$ cat src/rtl/updown_ctrl_if.sv
// Control/feedback bundle between updown_ctrl and whoever drives it and hosts the counter.
// The turns count is present only when UPDOWN_CTRL_TURNCNT_EN is defined.
interface updown_ctrl_if #(parameter int WIDTH = 4);
    logic             start;
    logic             stop;
    logic [1:0]       mode;
    logic [WIDTH-1:0] lo;
    logic [WIDTH-1:0] hi;
    logic [WIDTH-1:0] q;
    logic             t;
    logic             M;
    logic             busy;
    logic             done;
    logic             wrap;
    logic             err;
`ifdef UPDOWN_CTRL_TURNCNT_EN
    logic [7:0]       turns;

    modport master (output start, stop, mode, lo, hi, q,
                    input  t, M, busy, done, wrap, err, turns);
    modport slave  (input  start, stop, mode, lo, hi, q,
                    output t, M, busy, done, wrap, err, turns);
`else
    modport master (output start, stop, mode, lo, hi, q,
                    input  t, M, busy, done, wrap, err);
    modport slave  (input  start, stop, mode, lo, hi, q,
                    output t, M, busy, done, wrap, err);
`endif
endinterface

$ cat src/rtl/updown_ctrl.sv
// Start/stop, prescale and turnaround control for a WIDTH-bit up/down toggle counter.
// Optional wrap/turnaround counter enabled by defining UPDOWN_CTRL_TURNCNT_EN.
module updown_ctrl #(
    parameter int WIDTH = 4,
    parameter int DIV   = 1
) (
    input  logic          clk,
    input  logic          reset,
    updown_ctrl_if.slave  bus
);
    localparam int PW = (DIV > 1) ? $clog2(DIV) : 1;
    localparam logic [PW-1:0]    LAST = PW'(DIV - 1);
    localparam logic [WIDTH-1:0] ALL1 = '1;

    typedef enum logic [1:0] {IDLE, RUN_UP, RUN_DN} state_t;

    state_t           r_state;
    logic [PW-1:0]    r_presc;
    logic [1:0]       r_mode;
    logic [WIDTH-1:0] r_lo;
    logic [WIDTH-1:0] r_hi;
    logic             r_M;
    logic             r_busy;
    logic             r_done;
    logic             r_wrap;
    logic             r_err;

    logic w_tick;
    logic w_limit;
    logic w_reject;
    logic w_accept;

    assign w_tick   = (r_presc == LAST);
    assign w_reject = bus.mode[1] && (bus.lo >= bus.hi);
    assign w_accept = (r_state == IDLE) && bus.start && !bus.stop && !w_reject;

    // Only bounce and sweep park at a bound; free-run modes let the counter wrap.
    always_comb begin
        w_limit = 1'b0;
        case (r_mode)
            2'b10:   w_limit = (r_state == RUN_DN) ? (bus.q <= r_lo) : (bus.q >= r_hi);
            2'b11:   w_limit = (bus.q >= r_hi);
            default: w_limit = 1'b0;
        endcase
    end

    assign bus.t    = w_tick & r_busy & ~bus.stop & ~w_limit;
    assign bus.M    = r_M;
    assign bus.busy = r_busy;
    assign bus.done = r_done;
    assign bus.wrap = r_wrap;
    assign bus.err  = r_err;

    always_ff @(posedge clk or negedge reset) begin
        if (!reset) begin
            r_state <= IDLE;
            r_presc <= '0;
            r_mode  <= '0;
            r_lo    <= '0;
            r_hi    <= '0;
            r_M     <= 1'b0;
            r_busy  <= 1'b0;
            r_done  <= 1'b0;
            r_wrap  <= 1'b0;
            r_err   <= 1'b0;
        end else begin
            r_done <= 1'b0;
            r_wrap <= 1'b0;
            r_err  <= 1'b0;
            if (bus.stop) begin
                r_state <= IDLE;
                r_presc <= '0;
                r_M     <= 1'b0;
                r_busy  <= 1'b0;
            end else begin
                case (r_state)
                    IDLE: begin
                        if (bus.start) begin
                            if (w_reject) begin
                                r_err <= 1'b1;
                            end else begin
                                r_mode  <= bus.mode;
                                r_lo    <= bus.lo;
                                r_hi    <= bus.hi;
                                r_presc <= '0;
                                r_busy  <= 1'b1;
                                r_state <= (bus.mode == 2'b01) ? RUN_DN : RUN_UP;
                                r_M     <= (bus.mode == 2'b01);
                            end
                        end
                    end
                    default: begin
                        r_presc <= w_tick ? '0 : r_presc + PW'(1);
                        if (w_tick) begin
                            case (r_mode)
                                2'b00: if (bus.q == ALL1) r_wrap <= 1'b1;
                                2'b01: if (bus.q == '0)   r_wrap <= 1'b1;
                                2'b10: if (w_limit) begin
                                    // Turnaround tick: no count, direction flips.
                                    r_state <= (r_state == RUN_UP) ? RUN_DN : RUN_UP;
                                    r_M     <= ~r_M;
                                    r_wrap  <= 1'b1;
                                end
                                default: if (w_limit) begin
                                    r_state <= IDLE;
                                    r_busy  <= 1'b0;
                                    r_M     <= 1'b0;
                                    r_done  <= 1'b1;
                                end
                            endcase
                        end
                    end
                endcase
            end
        end
    end

`ifdef UPDOWN_CTRL_TURNCNT_EN
    logic [7:0] r_turns;

    always_ff @(posedge clk or negedge reset) begin
        if (!reset)
            r_turns <= '0;
        else if (w_accept)
            r_turns <= '0;
        else if (r_wrap && (r_turns != 8'hFF))
            r_turns <= r_turns + 8'd1;
    end

    assign bus.turns = r_turns;
`endif

endmodule

$ cat src/flat_wrapper.sv
// flat-port wrapper written by rule: the top's interface ports become plain ports
module updown_ctrl_flat 
#(
    parameter int WIDTH = 4,
    parameter int DIV   = 1
)
  (clk, reset, bus_start, bus_stop, bus_mode, bus_lo, bus_hi, bus_q, bus_t, bus_M, bus_busy, bus_done, bus_wrap, bus_err);
  updown_ctrl_if #(.WIDTH(WIDTH)) bus_i ();
  input  logic clk;
  input  logic reset;
  input wire logic [$bits(bus_i.start)-1:0] bus_start;
  input wire logic [$bits(bus_i.stop)-1:0] bus_stop;
  input wire logic [$bits(bus_i.mode)-1:0] bus_mode;
  input wire logic [$bits(bus_i.lo)-1:0] bus_lo;
  input wire logic [$bits(bus_i.hi)-1:0] bus_hi;
  input wire logic [$bits(bus_i.q)-1:0] bus_q;
  output wire logic [$bits(bus_i.t)-1:0] bus_t;
  output wire logic [$bits(bus_i.M)-1:0] bus_M;
  output wire logic [$bits(bus_i.busy)-1:0] bus_busy;
  output wire logic [$bits(bus_i.done)-1:0] bus_done;
  output wire logic [$bits(bus_i.wrap)-1:0] bus_wrap;
  output wire logic [$bits(bus_i.err)-1:0] bus_err;
  assign bus_i.start = bus_start;
  assign bus_i.stop = bus_stop;
  assign bus_i.mode = bus_mode;
  assign bus_i.lo = bus_lo;
  assign bus_i.hi = bus_hi;
  assign bus_i.q = bus_q;
  assign bus_t = bus_i.t;
  assign bus_M = bus_i.M;
  assign bus_busy = bus_i.busy;
  assign bus_done = bus_i.done;
  assign bus_wrap = bus_i.wrap;
  assign bus_err = bus_i.err;
  updown_ctrl #(.WIDTH(WIDTH), .DIV(DIV)) u_core (.clk(clk), .reset(reset), .bus(bus_i));
endmodule
$ cat config.mk
export PLATFORM = sky130hd
export DESIGN_NAME = updown_ctrl_flat
export DESIGN_NICKNAME = d
export VERILOG_FILES = /design/src/rtl/updown_ctrl_if.sv /design/src/rtl/updown_ctrl.sv /design/src/flat_wrapper.sv
export SDC_FILE = /design/constraint.sdc
export NUM_CORES = 1
export LEC_CHECK = 0
export BUFFER_PORTS_ARGS = -buffer_cell sky130_fd_sc_hd__buf_2
export CORE_ASPECT_RATIO = 0.5
export CORE_UTILIZATION = 25
export DETAILED_ROUTE_END_ITERATION = 8
export PLACE_DENSITY = 0.46
export SYNTH_ARGS = -nofsm -noshare
export SYNTH_HDL_FRONTEND = slang
export SYNTH_SLANG_ARGS = --single-unit
$ cat constraint.sdc
create_clock -name clk -period 2.72 [get_ports clk]
set_input_delay 0.136 -clock clk [delete_from_list [all_inputs] [get_ports clk]]
set_output_delay 0.136 -clock clk [all_outputs]
set_load 0.01 [all_outputs]
* Word level (Yosys, flattened, before mapping)
Cells that the tools add are included.
** Storage, ports and cells
- Bits in read-only memories :: 0
- Register bits after elaboration :: 18
- RAM bits :: 0
- Memories :: 0
- Bits in latches :: 0
** Operators by class
- $lt $le $gt $ge :: 3
- Eq/ne operators :: 12
- $mul :: 0
- Shift operators :: 0
- Bitwise logic cells :: 8
- Reduce and logical (&&, ||, !) cells :: 11
- Add/subtract/negate cells :: 1
- Mux-type cells :: 46
- Div/mod/pow operators :: 0
** Operator list (number)
- 1-bit 2-to-1 mux :: 33
- 2-bit 2-to-1 mux :: 9
- 5-bit AND reduction :: 2
- 3-bit != test, second input constant :: 3
- 4-bit >= comparator :: 2
- 2-bit by 1-bit == test with 1-bit output, second input constant :: 3
- 2-bit == test, second input constant :: 3
- 3-bit by 1-bit != test with 1-bit output, second input constant :: 2
- 1-bit NOT :: 5
- 4-bit == test, second input constant :: 1
- 4-bit <= comparator :: 1
- 2-bit zero test :: 2
- 4-bit zero test :: 1
- 1-bit one-hot mux with 2 select lines :: 2
- 2-bit one-hot mux with 2 select lines :: 1
- 4-bit AND reduction :: 1
- 1-bit bitwise AND :: 3
- 1-bit one-hot mux with 3 select lines :: 1
- 3-bit nonzero test :: 1
- 3-bit OR reduction :: 1
- 2-bit AND reduction :: 1
- 2-bit OR reduction :: 1
- 1-bit adder, second input constant :: 1
- 1-bit logical AND :: 1

* Depth between registers and ports, before layout
Gate-level depths: netlist of the first run.
- Word-level depth :: 8
- Mapped depth :: 10
- Gate-level depth less buffers :: 8

* Least setup slack after synthesis of the first run
OpenSTA, ideal clock, no wires.
- Path kind :: flip-flop to flip-flop
- Start :: register u_core.r_lo[1]
- End :: register u_core.r_busy, in the netlist u_core.bus.busy
- Stages on the path, launching flop included :: 9
- Arrival time :: 1.784 ns
- Required time :: 2.594 ns
- Buffers on the path :: 0
- Library setup time :: 0.126 ns
- Setup slack :: 0.810 ns
- Path through :: dfrtp_1 -> inv_1 -> ha_1 -> nor2b_1 -> o211ai_1 -> a21o_1 -> o211ai_2 -> a311o_1 -> a221o_1
** Between the ends
- Longest elaborated chain between the ends :: 5
** RTL lines
- start, declared :: line updown_ctrl.sv:20 : logic [WIDTH-1:0] r_lo;
- start signal, assigned :: line updown_ctrl.sv:83 : r_lo <= bus.lo;
- 4-bit <= comparator :: line updown_ctrl.sv:41 : 2'b10: w_limit = (r_state == RUN_DN) ? (bus.q <= r_lo) : (bus.q >= r_hi);
- 1-bit 2-to-1 mux :: line updown_ctrl.sv:41
- 1-bit one-hot mux with 2 select lines :: line updown_ctrl.sv:40 : case (r_mode)
- 3-bit nonzero test (no source line)
- 5-bit AND reduction (no source line)
- end signal, assigned :: line updown_ctrl.sv:62 : r_busy <= 1'b0;
- end signal, assigned :: line updown_ctrl.sv:74 : r_busy <= 1'b0;
- end signal, assigned :: line updown_ctrl.sv:86 : r_busy <= 1'b1;
- end, declared :: line updown_ctrl.sv:23 : logic r_busy;
Every way passes these cells.
A chain may end at the register's enable or synchronous reset.

* Final worst setup path of the first run
- Start :: register u_core.r_hi[0]
- End :: register u_core.r_busy, in the netlist u_core.bus.busy
** Between the ends
- Longest elaborated chain between the ends :: 5
** RTL lines
- start, declared :: line updown_ctrl.sv:21 : logic [WIDTH-1:0] r_hi;
- start signal, assigned :: line updown_ctrl.sv:84 : r_hi <= bus.hi;
- 4-bit >= comparator (*) :: line updown_ctrl.sv:41, updown_ctrl.sv:42
- 1-bit 2-to-1 mux :: line updown_ctrl.sv:41
- 1-bit one-hot mux with 2 select lines (*) :: line updown_ctrl.sv:40
- 3-bit nonzero test (no source line) (*)
- 5-bit AND reduction (no source line) (*)
Mark *: on every way between the ends. The rest lies on a longest branch, timed or not.

==> reports/metrics.cfg, run 1 <==
[grt]
grt_overflow = 0
grt_pass1_vias = 890
grt.total_usage = 0.121
met3_usage = 0.0393
grt_max_degree = 18
top_usage_layer = met2
use_met2 = 0.183
grt_pass1_wl_mm = 4.22
grt_use_met1 = 0.166
antenna_found_initial = 0

[hold_path]
min_from = bus_lo[2]
hold_end = u_core.r_lo[2]
hold_path_class = in2reg
hold_depth = 3

[die]
die_width_um = 94.8
core_sq_um = 4000
dieArea_sq_um = 4590
fp-row-count = 16
io_pins = 24
die_y_um = 48.4
initial_core_util = 0.269

[setup_path]
slowest_stage = a311o_1
crit_required_ns = 2.85
reg2reg_from = u_core.r_hi[0]
critPathKind = reg2reg
crit_buf_inv = 0
rrSetupSlack_ns = 0.60
r2r_end = u_core.bus.busy
end_kind = flip-flop
cp_max_fo = 4
crit_chain = ha_1 > nand2b_1 > a21oi_1 > o21ai_1 > nand3_1 > a311o_1 > a221o_1
reg2reg_depth = 7
startpoint_type = flip-flop
cp.arrival_ns = 2.25
cpPeakStageDelay_ns = 0.42
crit_family = compound AO/OA/AOI/OAI gates

[layout]
nets = 174
final_cell_count_no_fill = 197
drive_above_1_share = 0.231
stdcell_area_sq_um = 1300
n_fill_cell = 444
diodes = 0
area_growth_pct = 20.6

[yosys]
synth_seq_cells = 17
async_reset_ff_frac = 1.00
seq_area_frac_synth = 0.395
synth.distinct_cells = 32
synth_nets = 148
avgSynthCellArea_sq_um = 9.13
synth_ff_type = dfrtp_1
synth-edff-count = 0
netlist_area_sq_um = 1080
yosysWarnings = 0
syn_inst = 118

[timing]
post-route-min-period_ns = 2.12
fin_worst_skew_ns = 0.00357
grt_setup_unrepaired = no
fin_tns_setup_ns = 0
fmax_mhz = 472
fin_crit_sh = 0.778
slew_headroom = 0.685
slew_viol_final = 0
worst_pin_slew_ns = 0.472
setup_viol = 0
hold_viol_final = 0

[clock_tree]
cts_max_level = 1
cts_buffers = 3
clock_latency_ns = 0.25
cts.sinks = 17
cts.clk_slew.worst_paths_ns = 0.07
cts_tree = yes
cts_buffer_depth = 2
cts-root-buf = clkbuf_8
postCtsSetupBuffers = 0

[status]
status = complete, no violations

[routing]
firstDrtPassIters = 4
drt_iter0_markers = 42
vias_per_cell = 4.63
drc_errors = 0
wl_per_cell_um = 12.0
ant_nets = 0
drt-total-wl_mm = 2.37
vias = 912

[power_and_ir_drop]
p_per_area_nw_per_um2 = 827
p_total_w = 0.00107
irDropWorstVdd_mv = 0.182
power.leakage_nw = 0.629

[run]
maxCapViolations = 0

[place]
dp_hpwl_mm = 1.93
port_buffers = 23
dp.cells = 192
gp_congestion = 0.741
placed_cell_area_sq_um = 1240

cells in the final DEF (no fill, tap or decap), types with 2 or more instances in the layout:
| master | Yosys | layout |
|---|---|---|
| a21oi_1 | 4 | 4 |
| mux2_2 | 5 | 5 |
| a31oi_1 | 2 | 2 |
| nor2_1 | 9 | 9 |
| buf_2 | 1 | 23 |
| nor4_1 | 2 | 2 |
| inv_1 | 12 | 12 |
| dfrtp_1 | 17 | 17 |
| ha_1 | 12 | 12 |
| nand2b_1 | 2 | 2 |
| o211ai_1 | 2 | 2 |
| nor2b_1 | 5 | 5 |
| nand2_1 | 14 | 14 |
| clkbuf_8 | 0 | 3 |
| nor3_1 | 4 | 4 |
| o21ai_0 | 9 | 9 |
power breakdown:
group / switching (W) / internal [W] / total [W]
logic: 0.000241 / 0.000210 / 0.000450
clock network: 0.0000882 / 0.000104 / 0.000192
registers: 0.0000789 / 0.000353 / 0.000432
through the flow:
step,hold WS (ns),worst slack [ns],utilization
3_3_place_gp,0.0926,0.574,0.311
2_1_floorplan,-0.160,0.810,-
5_1_grt,0.104,0.454,0.324
4_1_cts,0.0994,0.569,0.324
6_report,0.108,0.604,0.324
3_5_place_dp,0.0952,0.593,0.311
layer usage:
metal  part of all wire  vias up
li1                   -      460
met3              0.054        2
met4             0.0080        0
met5                  0        -
met1               0.50      425
met2               0.44       25
worst reg2reg max path: stages (launching register included):
cell	delay (ns)
dfrtp_1	0.38
ha_1	0.27
nand2b_1	0.09
a21oi_1	0.06
o21ai_1	0.21
nand3_1	0.19
a311o_1	0.42
a221o_1	0.38
sequential cells by signal, summed over array words and instances (netlist names):
signal / count
u_core.bus.done: 1
u_core.r_lo: 4
u_core.bus.err: 1
u_core.bus.busy: 1
u_core.r_state: 2
u_core.bus.wrap: 1
u_core.bus.M: 1
u_core.r_mode: 2
u_core.r_hi: 4
worst max path at each step:
stage,start,to,slack (ns),cells past startpoint
floorplan,u_core.r_lo[1],u_core.bus.busy,0.81,8
global placement,u_core.r_hi[0],u_core.bus.busy,0.57,7
detailed placement,u_core.r_hi[0],u_core.bus.busy,0.59,7
CTS,u_core.r_hi[0],u_core.bus.busy,0.57,7
global route,u_core.r_lo[1],u_core.bus.busy,0.45,8
finish,u_core.r_hi[0],u_core.bus.busy,0.60,7
synthesized netlist by cell type (4+ instances only):
cell	number	area share
dfrtp_1	17	0.39
nand2_1	14	0.049
ha_1	12	0.14
inv_1	12	0.042
nor2_1	9	0.031
o21ai_0	9	0.042
mux2_2	5	0.052
nor2b_1	5	0.029
a21oi_1	4	0.019
nor3_1	4	0.019
timing repair:
item / 4_1_cts / 5_1_grt
endpoints found under the hold margin: 17 / 0
hold buffers: 1 / 0
gates resized for setup: 0 / 0
setup endpoints to repair: 0 / 0
kinds of logic after synthesis:
| kind of cell | share of synthesized area |
|---|---|
| AO/OA/AOI/OAI | 0.159 |
| adder cells (fa/ha/maj) | 0.139 |
| buffers and inverters | 0.0639 |
| flip-flops | 0.395 |
| multiplexers | 0.0523 |
| AND/OR/NAND/NOR | 0.190 |
layout make-up:
type                       instances  area, sq um  share of cell area
inverter                          12         45.0              0.0347
tap                               54         67.6              0.0520
clock buffer                       4         45.0              0.0347
multi-input combinational         85          583               0.449
sequential                        17          425               0.328
timing repair buffer              25          133               0.102
(Power assumes the default switching activity.)
==> run 2: changes to the inputs <==
- PLACE_DENSITY: 0.46 -> 0.47
- clock period: 2.72 -> 1.8 ns (I/O delays scaled with it)
==> run 2 against run 1 <==
The flow now finishes with violations (negative setup slack). Critical path depth increased by 1. Sequential power increased by 44%. Combinational power increased to 2.6 times the previous value. Maximum frequency increased by 6.6%. Die area unchanged. Non-clock buffer count increased by 27. Sequential share of layout area decreased by 5.7 points. Global-route usage increased by 0.85 points. Cell count increased by 14%. Hold slack got worse by 0.047 ns. Critical path type unchanged. Largest cell class unchanged. Largest power group unchanged. Highest routed layer unchanged.
==> reports/metrics.cfg, run 2 (same netlist as run 1, synthesis figures left out) <==
[status]
status = finished, violations left
failed_checks = negative setup slack

[place]
dp_hpwl_mm = 2.03
placed_cell_area_sq_um = 1420
gp_congestion = 0.759
port_buffers = 23

[die]
dieArea_sq_um = 4590
io_pins = 24
die_y_um = 48.4
die_width_um = 94.8
fp-row-count = 16
initial_core_util = 0.269
core_sq_um = 4000

[routing]
wl_per_cell_um = 11.8
firstDrtPassIters = 4
ant_nets = 0
drt_iter0_markers = 28
vias = 980
vias_per_cell = 4.38
drt-total-wl_mm = 2.64
drc_errors = 0

[layout]
n_fill_cell = 418
final_common_cell = buf_4
stdcell_area_sq_um = 1570
top_regs = u_core.r_hi (4), u_core.r_lo (4)
area_growth_pct = 46.0
drive_above_1_share = 0.406
diodes = 0
nets = 201
final_cell_mix = buf_4, buf_2, dfrtp_1

[timing]
slew_viol_final = 0
fin_tns_setup_ns = -0.802
setup_viol = 5
post-route-min-period_ns = 1.99
fmax_mhz = 504
worst_pin_slew_ns = 0.413
slew_headroom = 0.722
fin_crit_sh = 1.10
layout_setup_ws_ns = -0.186
fin_worst_skew_ns = 0.000970
hold_viol_final = 0
grt_setup_unrepaired = yes

[setup_path]
startpoint = u_core.r_lo[1]
startpoint_type = flip-flop
cp_max_fo = 4
crit_required_ns = 1.94
reg2reg_from = u_core.r_lo[1]
end_kind = flip-flop
critPathKind = reg2reg
cp.arrival_ns = 2.13

[grt]
grt_pass1_wl_mm = 4.57
grt.total_usage = 0.130
grt_pass1_vias = 1009
grt_max_degree = 18
antenna_found_initial = 0
grt_overflow = 0

[clock_tree]
cts_buffer_depth = 2
cts.sinks = 17
cts_buffers = 3
cts-root-buf = clkbuf_8
cts_tree = yes
cts_max_level = 1
clock_latency_ns = 0.25
cts.clk_slew.worst_paths_ns = 0.07

[run]
maxCapViolations = 0

[power_and_ir_drop]
p_per_area_nw_per_um2 = 1310
irDropWorstVdd_mv = 0.310
power.leakage_nw = 0.775

[hold_path]
min_from = bus_hi[1]
hold_path_class = in2reg

## run 2: changes by cell type in the layout (fill, tap and decap cells not counted), moves of 2 or more
cell | before | now
a21oi_1 | 4 | 2
buf_4 | 1 | 28
ha_1 | 12 | 10
ha_4 | 0 | 2
## run 2: path summary, 6_finish.rpt
check / end / slack [ns] / cells after the start
max in group asynchronous: u_core.r_lo[0] / 1.22 / 2
worst max register to register: u_core.bus.M / -0.19 / 8
worst min register to register: u_core.r_lo[0] / 0.52 / 1
worst min-delay path: u_core.r_hi[1] / 0.06 / 3
worst max-delay path: u_core.bus.M / -0.19 / 8
min in group asynchronous: u_core.r_hi[3] / 0.30 / 2
## run 2: cell type report
type                       count  area (sq um)  area share
clock buffer                   4          45.0      0.0286
inverter                      12          45.0      0.0286
multi-input combinational     85           654       0.416
sequential                    17           425       0.270
tap                           54          67.6      0.0430
timing repair buffer          52           335       0.213
## run 2: power by group
group / switching (W) / total (W) / internal (W) / leakage [nW]
Combinational: 0.000522 / 0.00115 / 0.000625 / 0.537
Clock: 0.000131 / 0.000289 / 0.000157 / 0.0228
Sequential: 0.0000876 / 0.000621 / 0.000534 / 0.215
Total: 0.000741 / 0.00206 / 0.00132 / 0.775
## run 2: worst max-delay path: stages, from the launching register on
cell and delay (ns):
dfrtp_1 0.37, inv_2 0.08, ha_4 0.20, nor2b_4 0.12, o211ai_1 0.15, a21o_1 0.15
o211ai_2 0.10, a311o_1 0.36, a222oi_1 0.36
## run 2: layer usage
| metal | track usage | vias to the layer above | wire length, um | part of all wire |
|---|---|---|---|---|
| li1 | - | 519 | - | - |
| met1 | 0.175 | 447 | 1320 | 0.50 |
| met2 | 0.203 | 12 | 1210 | 0.46 |
| met3 | 0.0393 | 2 | 93 | 0.035 |
| met4 | 0.0303 | 0 | 22 | 0.0083 |
| met5 | 0 | - | 0 | 0 |
## run 2: metrics by stage
stage | std cells | power (W) | utilization | hold WS, ns | worst slack (ns)
final | 224 | 0.00206 | 0.393 | 0.0611 | -0.186
after global routing | 224 | 0.00225 | 0.393 | 0.0885 | -0.280
after CTS | 223 | 0.00201 | 0.384 | 0.0603 | -0.222
after detailed placement | 216 | 0.00158 | 0.356 | 0.0509 | -0.217
after global placement | 216 | 0.00157 | 0.356 | 0.0477 | -0.187
after floorplan | 118 | 0.00115 | - | -0.206 | -0.110
## run 2: what timing repair did
action	in CTS	in global routing
pin swaps	8	8
cloned	0	0
endpoints found under the setup margin	5	6
setup buffers	2	1
hold buffers	1	0
endpoints found under the hold margin	17	0
resized for setup	7	5
